<file path="src/rtl/sram_port_arbiter.sv">
// -----------------------------------------------------------------------------
// sram_port_arbiter
//
// Shares the single-port synchronous image SRAM between three requesters:
//   0 = SRAM loader/reader feeding the CPU
//   1 = DWT engine
//   2 = tier-1 coefficient fetcher
//
// Arbitration is round-robin in IDLE. The owner may issue one access per cycle
// for as long as it keeps req high. When the burst count reaches MAX_BURST and
// another requester is waiting, the owner is cut off after that access. Every
// change of ownership passes through one dead TURN cycle and one IDLE cycle.
// Read data comes back one cycle after the read access and is tagged to the
// requester that issued it through rvalid.
//
// Ports
//   clk                    system clock, rising edge
//   rst                    asynchronous, active-low reset
//   req[2:0]               per-requester request level
//   we[2:0]                per-requester write enable, sampled with req
//   addr0/addr1/addr2      per-requester address
//   wdata0/wdata1/wdata2   per-requester write data
//   ack[2:0]               access accepted this cycle (one-hot or zero)
//   rvalid[2:0]            read data on rdata belongs to requester i
//   rdata                  read data, shared by all requesters
//   owner[1:0]             current owner index, 3 = none
//   sram_cs_n              SRAM chip select, active low
//   sram_we_n              SRAM write enable, active low
//   sram_addr              SRAM address
//   sram_wdata             SRAM write data
//   sram_rdata             SRAM read data, valid the cycle after a read
// -----------------------------------------------------------------------------
module sram_port_arbiter #(
  parameter int ADDR_W    = 16,
  parameter int DATA_W    = 16,
  parameter int MAX_BURST = 16
) (
  input  logic              clk,
  input  logic              rst,
  input  logic [2:0]        req,
  input  logic [2:0]        we,
  input  logic [ADDR_W-1:0] addr0,
  input  logic [ADDR_W-1:0] addr1,
  input  logic [ADDR_W-1:0] addr2,
  input  logic [DATA_W-1:0] wdata0,
  input  logic [DATA_W-1:0] wdata1,
  input  logic [DATA_W-1:0] wdata2,
  output logic [2:0]        ack,
  output logic [2:0]        rvalid,
  output logic [DATA_W-1:0] rdata,
  output logic [1:0]        owner,
  output logic              sram_cs_n,
  output logic              sram_we_n,
  output logic [ADDR_W-1:0] sram_addr,
  output logic [DATA_W-1:0] sram_wdata,
  input  logic [DATA_W-1:0] sram_rdata
);

  // Counter wide enough to hold MAX_BURST itself (it saturates there).
  localparam int               CNT_W   = $clog2(MAX_BURST + 1);
  localparam logic [CNT_W-1:0] MAX_CNT = CNT_W'(MAX_BURST);
  localparam logic [1:0]       NO_OWNER = 2'd3;

  typedef enum logic [1:0] {
    S_IDLE = 2'd0,
    S_OWN  = 2'd1,
    S_TURN = 2'd2
  } state_t;

  // ---------------------------------------------------------------------------
  // Helpers
  // ---------------------------------------------------------------------------

  // Next requester index, wrapping 2 -> 0.
  function automatic logic [1:0] f_inc3(input logic [1:0] idx);
    logic [1:0] res;
    case (idx)
      2'd0:    res = 2'd1;
      2'd1:    res = 2'd2;
      default: res = 2'd0;
    endcase
    return res;
  endfunction

  // One-hot of a requester index; index 3 (no owner) maps to zero.
  function automatic logic [2:0] f_onehot(input logic [1:0] idx);
    logic [2:0] res;
    case (idx)
      2'd0:    res = 3'b001;
      2'd1:    res = 3'b010;
      2'd2:    res = 3'b100;
      default: res = 3'b000;
    endcase
    return res;
  endfunction

  // First requester with req set, searching ptr, ptr+1, ptr+2 (mod 3).
  function automatic logic [1:0] f_pick(input logic [2:0] rq, input logic [1:0] ptr);
    logic [1:0] p0;
    logic [1:0] p1;
    logic [1:0] p2;
    logic [1:0] res;
    p0 = ptr;
    p1 = f_inc3(p0);
    p2 = f_inc3(p1);
    if (|(rq & f_onehot(p0))) begin
      res = p0;
    end else if (|(rq & f_onehot(p1))) begin
      res = p1;
    end else begin
      res = p2;
    end
    return res;
  endfunction

  // ---------------------------------------------------------------------------
  // Registers and wires
  // ---------------------------------------------------------------------------
  state_t           r_state;
  state_t           w_state_next;
  logic [1:0]       r_owner;
  logic [1:0]       r_rr_ptr;
  logic [CNT_W-1:0] r_burst_cnt;
  logic [2:0]       r_rd_pend;

  logic [1:0]        w_pick;
  logic [2:0]        w_owner_oh;
  logic [2:0]        w_others;
  logic              w_own_req;
  logic              w_own_we;
  logic [ADDR_W-1:0] w_own_addr;
  logic [DATA_W-1:0] w_own_wdata;
  logic              w_access;
  logic [CNT_W-1:0]  w_cnt_inc;
  logic              w_cap;

  // Owner-side request/command multiplexer.
  always_comb begin
    w_own_req   = 1'b0;
    w_own_we    = 1'b0;
    w_own_addr  = {ADDR_W{1'b0}};
    w_own_wdata = {DATA_W{1'b0}};
    case (r_owner)
      2'd0: begin
        w_own_req   = req[0];
        w_own_we    = we[0];
        w_own_addr  = addr0;
        w_own_wdata = wdata0;
      end
      2'd1: begin
        w_own_req   = req[1];
        w_own_we    = we[1];
        w_own_addr  = addr1;
        w_own_wdata = wdata1;
      end
      2'd2: begin
        w_own_req   = req[2];
        w_own_we    = we[2];
        w_own_addr  = addr2;
        w_own_wdata = wdata2;
      end
      default: begin
        w_own_req   = 1'b0;
        w_own_we    = 1'b0;
        w_own_addr  = {ADDR_W{1'b0}};
        w_own_wdata = {DATA_W{1'b0}};
      end
    endcase
  end

  // Arbitration choice, access qualification and burst-cap detection.
  always_comb begin
    w_pick     = f_pick(req, r_rr_ptr);
    w_owner_oh = f_onehot(r_owner);
    w_others   = req & ~w_owner_oh;
    w_access   = (r_state == S_OWN) && w_own_req;
    if (r_burst_cnt == MAX_CNT) begin
      w_cnt_inc = r_burst_cnt;
    end else begin
      w_cnt_inc = r_burst_cnt + CNT_W'(1);
    end
    // Cut the owner off only when this access hits the cap and someone waits;
    // an uncontended owner keeps streaming with the counter parked at the cap.
    w_cap = w_access && (w_cnt_inc == MAX_CNT) && (|w_others);
  end

  // ---------------------------------------------------------------------------
  // FSM
  // ---------------------------------------------------------------------------

  // State register.
  always_ff @(posedge clk or negedge rst) begin
    if (!rst) begin
      r_state <= S_IDLE;
    end else begin
      r_state <= w_state_next;
    end
  end

  // Next-state logic.
  always_comb begin
    w_state_next = r_state;
    case (r_state)
      S_IDLE: begin
        if (|req) begin
          w_state_next = S_OWN;
        end else begin
          w_state_next = S_IDLE;
        end
      end
      S_OWN: begin
        if (!w_own_req) begin
          w_state_next = S_TURN;
        end else if (w_cap) begin
          w_state_next = S_TURN;
        end else begin
          w_state_next = S_OWN;
        end
      end
      S_TURN: begin
        w_state_next = S_IDLE;
      end
      default: begin
        w_state_next = S_IDLE;
      end
    endcase
  end

  // Owner, round-robin pointer, burst counter and pending-read tag.
  always_ff @(posedge clk or negedge rst) begin
    if (!rst) begin
      r_owner     <= NO_OWNER;
      r_rr_ptr    <= 2'd0;
      r_burst_cnt <= {CNT_W{1'b0}};
      r_rd_pend   <= 3'b000;
    end else begin
      case (r_state)
        S_IDLE: begin
          if (|req) begin
            r_owner     <= w_pick;
            r_rr_ptr    <= f_inc3(w_pick);
            r_burst_cnt <= {CNT_W{1'b0}};
          end
        end
        S_OWN: begin
          if (w_access) begin
            r_burst_cnt <= w_cnt_inc;
          end
          // Ownership is given up as the port enters the dead cycle.
          if (w_state_next == S_TURN) begin
            r_owner <= NO_OWNER;
          end
        end
        S_TURN: begin
          r_owner <= NO_OWNER;
        end
        default: begin
          r_owner <= NO_OWNER;
        end
      endcase
      // A read issued this cycle returns next cycle, tagged to its issuer.
      if (w_access && !w_own_we) begin
        r_rd_pend <= w_owner_oh;
      end else begin
        r_rd_pend <= 3'b000;
      end
    end
  end

  // Output logic: SRAM pins are driven only during an access, parked otherwise.
  always_comb begin
    ack        = 3'b000;
    sram_cs_n  = 1'b1;
    sram_we_n  = 1'b1;
    sram_addr  = {ADDR_W{1'b0}};
    sram_wdata = {DATA_W{1'b0}};
    if (w_access) begin
      ack        = w_owner_oh;
      sram_cs_n  = 1'b0;
      sram_we_n  = ~w_own_we;
      sram_addr  = w_own_addr;
      sram_wdata = w_own_wdata;
    end else begin
      ack        = 3'b000;
      sram_cs_n  = 1'b1;
      sram_we_n  = 1'b1;
      sram_addr  = {ADDR_W{1'b0}};
      sram_wdata = {DATA_W{1'b0}};
    end
    rvalid = r_rd_pend;
    rdata  = sram_rdata;
    owner  = r_owner;
  end

endmodule

</file>
<file path="config.mk">
export PLATFORM = sky130hd
export DESIGN_NAME = sram_port_arbiter
export DESIGN_NICKNAME = d
export VERILOG_FILES = /design/src/rtl/sram_port_arbiter.sv
export SDC_FILE = /design/constraint.sdc
export NUM_CORES = 1
export LEC_CHECK = 0
export ABC_AREA = 1
export BUFFER_PORTS_ARGS = -buffer_cell sky130_fd_sc_hd__buf_4
export CAP_MARGIN = 20
export CORE_MARGIN = 1.5
export CORE_UTILIZATION = 35
export CTS_CLUSTER_SIZE = 25
export DETAILED_ROUTE_END_ITERATION = 10
export GPL_TIMING_DRIVEN = 0
export PLACE_DENSITY = 0.87
export SLEW_MARGIN = 40
export SYNTH_ARGS = -nofsm -noshare
export SYNTH_HDL_FRONTEND = slang
export SYNTH_SLANG_ARGS = --single-unit
</file>
<file path="constraint.sdc">
create_clock -name clk -period 4.35 [get_ports clk]
set_clock_uncertainty 0.05 [all_clocks]
set_input_delay 0.435 -clock clk [delete_from_list [all_inputs] [get_ports clk]]
set_output_delay 0.435 -clock clk [all_outputs]
set_load 0.005 [all_outputs]
</file>
* Yosys cells after proc, flatten, opt, wreduce, memory -nomap -nowiden *
Cells that the tools add are included.

word-level totals
  flip-flop bits (word level) = 14
  input port bits = 120
  output and inout bits = 58
  logic and storage cells = 73

operators by class
  add/sub/neg operators = 1
  equal/unequal tests = 14
  muxes and demuxes = 30
  bitwise gates (word level) = 5
  reduce and logical (&&, ||, !) cells = 18

operator list
  cell                                                    count
  case mux 16 bit (3 select lines)                        2
  2-to-1 mux 16 bit                                       2
  case mux 3 bit (3 select lines)                         3
  case mux 2 bit (2 select lines)                         5
  2-to-1 mux 5 bit                                        3
  2-to-1 mux 2 bit                                        6
  OR reduction 3 bit                                      4
  == test 2 x 1 -> 1 bit (second input constant)          5
  == test 5 bit (second input constant)                   2
  logical NOT 2 bit                                       5
  case mux 5 bit (2 select lines)                         1
  AND 3 bit                                               3
  2-to-1 mux 3 bit                                        3
  == test 2 bit (second input constant)                   4
  case mux 1 bit (3 select lines)                         2
  adder 5 x 1 -> 5 bit (second input constant)            1
  logical AND 1 bit                                       4
  inequality test 2 bit (second input constant)           2
  AND reduction 2 bit                                     2
  2-to-1 mux 1 bit                                        3
  NOT 3 bit                                               1
  AND reduction 3 bit                                     1
  inequality test 2 x 1 -> 1 bit (second input constant)  1
  nonzero test 2 bit                                      1
  other kinds (2)                                         2

* Logic depth before layout (Yosys ltp) *
  depth after elaboration = 12
  gate-level depth with buffers = 13

* Least setup slack after synthesis *
Ideal clock, no wire load.

  kind = register -> output
  start point = reg r_owner[0], in the netlist owner[0]
  end point = out sram_addr[10]
  arrival time = 1.407 ns
  path slack = 2.458 ns
  cell stages (with the launch flop) = 7
  cell sequence = dfstp_2 buf_6 nand2_2 o221ai_2 nand2_4 buf_6 a31oi_1

between the ends
  word-level cells in the longest chain between the ends = 4

RTL lines
  what                                   RTL line  text
  start: declaration                     121       logic [1:0] r_owner;
  start signal: assignment               240       r_owner <= w_pick;
  == test 2 bit (tied with other cells)  143       case (r_owner)
  case mux 1 bit (3 select lines)        143
  logical AND 1 bit                      176       w_access = (r_state == S_OWN) && w_own_req;
  2-to-1 mux 16 bit *                    277       if (w_access) begin
  end: declaration                       54        output logic [ADDR_W-1:0] sram_addr,

Every way passes the cells marked *; elsewhere a longest branch is shown, timed or not.

* Worst setup path in the final report *
  start point = reg r_owner[1], in the netlist owner[1]
  end point = out sram_addr[2]

Same word-level chain as after synthesis.

==> key figures <==
Critical path
  • Worst Setup Start Kind: flop
  • FF-to-FF setup slack: 2600 ps
  • CP peak stage delay: 600 ps
  • CP arrival: 2020 ps
  • Reg2Reg Capture Point: rvalid[2]$_DFF_PN0_
  • Cell Chain, Critical Path: nand2_1 -> clkinv_1 -> clkbuf_1 -> nand2_1 -> a31oi_1 -> buf_4
  • Worst-path maximum fanout: 10
  • Critical path type: reg2out
  • Req. time, crit path: 3870 ps
  • Reg2reg path depth: 7
  • Worst R2R Start: owner[0]$_DFFE_PN1P_
  • Most used cell, CP: nand2_1
  • Crit end category: output pin
  • Critical-path top delay cell: dfstp_2

GRT
  • Grt total ovfl: 0
  • Largest net degree at the start of global routing: 15
  • Initial antenna violation count: 0
  • First-pass GRT wire length: 10000 µm
  • GRT Overall Usage: 24.2%
  • Number of global-route vias before repair: 2294

Synth
  • Synth Area in Adders: 1.50%
  • #FFs+latches synth: 14
  • Syn_nets: 404
  • EDFF count, synth: 0
  • Top cell type's share of synthesized area: 29.8%
  • Sequential fraction of the synthesis area: 21.2%
  • Cells after Synth: 282
  • Most frequent cell after synthesis: nand2_1
  • Synth cell types: 31
  • Mux cell area share after synthesis: 0%
  • Simple-gate share of the synthesized area: 41.9%
  • Top cells by count, synth: 132 x nand2_1, 30 x a31oi_1, 21 x inv_1
  • Xor-xnor portion of the synthesized cell area: 0.526%
  • Ys Warns: 0
  • Post-Syn Area per Cell: 5.91 µm²
  • Largest family of logic cells by synthesized area: simple AND/OR/NAND/NOR gates
  • Synth Area in Compound Gates: 17.5%
  • Area of the mapped netlist: 1670 µm²
  • Ys async rst share: 100%
  • Main synth FF type: dfrtp_1
  • Dominant cells by area after synthesis: nand2_1 30%, dfrtp_1 18%, a31oi_1 11%, buf_4 7.2%, inv_1 4.7%
  • Cell taking the most area after synthesis: nand2_1

Power and ir drop
  • Pwr dens: 378 nW/µm²
  • Pleak: 1.60 nW
  • Max VDD drop: 0.184 mV
  • Overall Power: 0.00113 W

STA
  • Final setup TNS: 0 ps
  • RSZ-0062 raised after global routing: false
  • Final count of hold timing violations: 0
  • Fin. max-slew vios: 0
  • Tmin final: 2510 ps
  • Final setup vio count: 0
  • Period utilization: 57.6%
  • Least-Margin Pin Slew: 563 ps
  • Slew Limit Headroom: 62.4%
  • Fmax: 399 MHz

Floorplan
  • Initial Util: 37.2%
  • Io pins: 178
  • Core area: 4470 µm²
  • Chip height: 72.0 µm
  • Die ar.: 5180 µm²
  • Chip width: 72.0 µm
  • Row count: 24

Layout
  • Ratio of cells with drive above 1 in the final layout: 44.2%
  • Fillers: 407
  • Synth-to-Final Area Change: 79.8%
  • Fin cells: 500
  • Final nets: 571
  • Final instance area: 2990 µm²
  • Diode count: 0

Placement
  • Detailed Place HPWL: 5490 µm
  • GP Congestion: 0.826
  • # port buffers: 161
  • Area after DPL: 2940 µm²
  • Placed cell count: 495

Drt
  • Antenna Violating Nets Remaining: 0
  • Drt pass-1 iters: 4
  • Vias per inst: 4.97
  • Routed len/inst: 13.4 µm
  • Iter 0 DRT Violations: 122
  • Vias: 2487
  • Residual DRC: 0
  • DRT Wirelength: 6680 µm

CTS
  • Clock Latency Late Sink: 250 ps
  • Sinks on Clock Net: 14
  • Clk slew on worst S/H paths: 60 ps
  • Clock Path Buffers: 2
  • CTS tree: yes
  • Hold buffer count at CTS: 1
  • H-tree Lvls: 1
  • Post-CTS sizing: 0
  • Root Buffer: clkbuf_8
  • CTS Buf Count: 3
  • Post-CTS setup repair buffer count: 0

Worst hold path
  • Hold Startpoint: owner[1]$_DFFE_PN1P_
  • Worst Hold Path EP: owner[1]$_DFFE_PN1P_
  • Hold Crit Class: reg2reg
  • Worst hold stages: 2

Job
  • Max_cap viols: 0

Run status
  • Run status: complete, no violations
## worst max-delay path by stage
stage / slack (ps) / end / depth (start not counted) / startpoint
after floorplan: 2460 / sram_addr[10] / 6 / owner[0]$_DFFE_PN1P_
after global placement: 2170 / sram_addr[14] / 8 / owner[0]$_DFFE_PN1P_
after detailed placement: 2130 / sram_addr[2] / 6 / owner[1]$_DFFE_PN1P_
after CTS: 1850 / sram_addr[2] / 6 / owner[1]$_DFFE_PN1P_
after global routing: 1690 / sram_addr[3] / 8 / owner[0]$_DFFE_PN1P_
final: 1840 / sram_addr[2] / 6 / owner[1]$_DFFE_PN1P_
## cells by family (layout without fill, tap and decap cells)
group,count (synthesis),count (layout)
DFF,14,14
buffers and inverters,52,218
AOI/OAI and AO/OA,44,44
adders and majority gates,2,2
xor gates and xnor gates,1,1
and+or+nand+nor,169,169
## report_power, final
part           internal, W  switching [W]
Combinational     0.000339       0.000477
Sequential        0.000173      0.0000309
Clock            0.0000650      0.0000491
## metal layers
metal  share of wire (%)  vias to the layer above  track usage [%]
met5                   0                        -                0
met4                 1.7                        0             7.76
met3                 6.8                       10             4.17
met2                  53                      129             44.4
met1                  39                     1113             28.4
li1                    -                     1235                -
## area by class of cell
cell class / count / area, µm² / share of cell area [%]
repair buffers: 162 / 1220 / 40.7
clock buffers: 4 / 45.0 / 1.50
flip-flops and latches: 14 / 353 / 11.8
inverters: 24 / 90.1 / 3.01
plain buffers: 28 / 199 / 6.64
multi-input cells: 216 / 1020 / 34.2
well taps: 52 / 65.1 / 2.17
## metrics by stage
step | utilization, % | hold WS (ps) | setup slack [ps]
after detailed placement | 65.7 | 247 | 2130
after global routing | 66.9 | 498 | 1690
final | 66.9 | 464 | 1840
after floorplan | - | 89.4 | 2460
after CTS | 66.9 | 467 | 1850
after global placement | 65.7 | 241 | 2170
## critical path, delay by kind of cell, from the launching register on
family                 cells  cell delay, ps
AOI/OAI and AO/OA          1             200
buffers and inverters      3             750
DFF                        1             600
and+or+nand+nor            2             220
## flip-flops by register name, summed over array words and instances, names as in the netlist
signal,cells
r_burst_cnt,5
rvalid,3
owner,2
r_rr_ptr,2
r_state,2
## layout by cell type, fill, tap and decap left out, types with 2 or more instances in the layout
cell type / count
buf_4: 177
buf_6: 4
inv_1: 21
clkinv_1: 2
nand2_4: 2
dfrtp_1: 12
nor2_1: 11
nand3b_1: 3
clkbuf_1: 6
a31oi_1: 30
a31oi_2: 2
nor3_1: 2
o21ai_0: 6
clkbuf_8: 3
ha_1: 2
buf_2: 3
dfstp_2: 2
nand3_1: 14
nand2_1: 132
No activity file was read; power rests on OpenSTA's default activity.
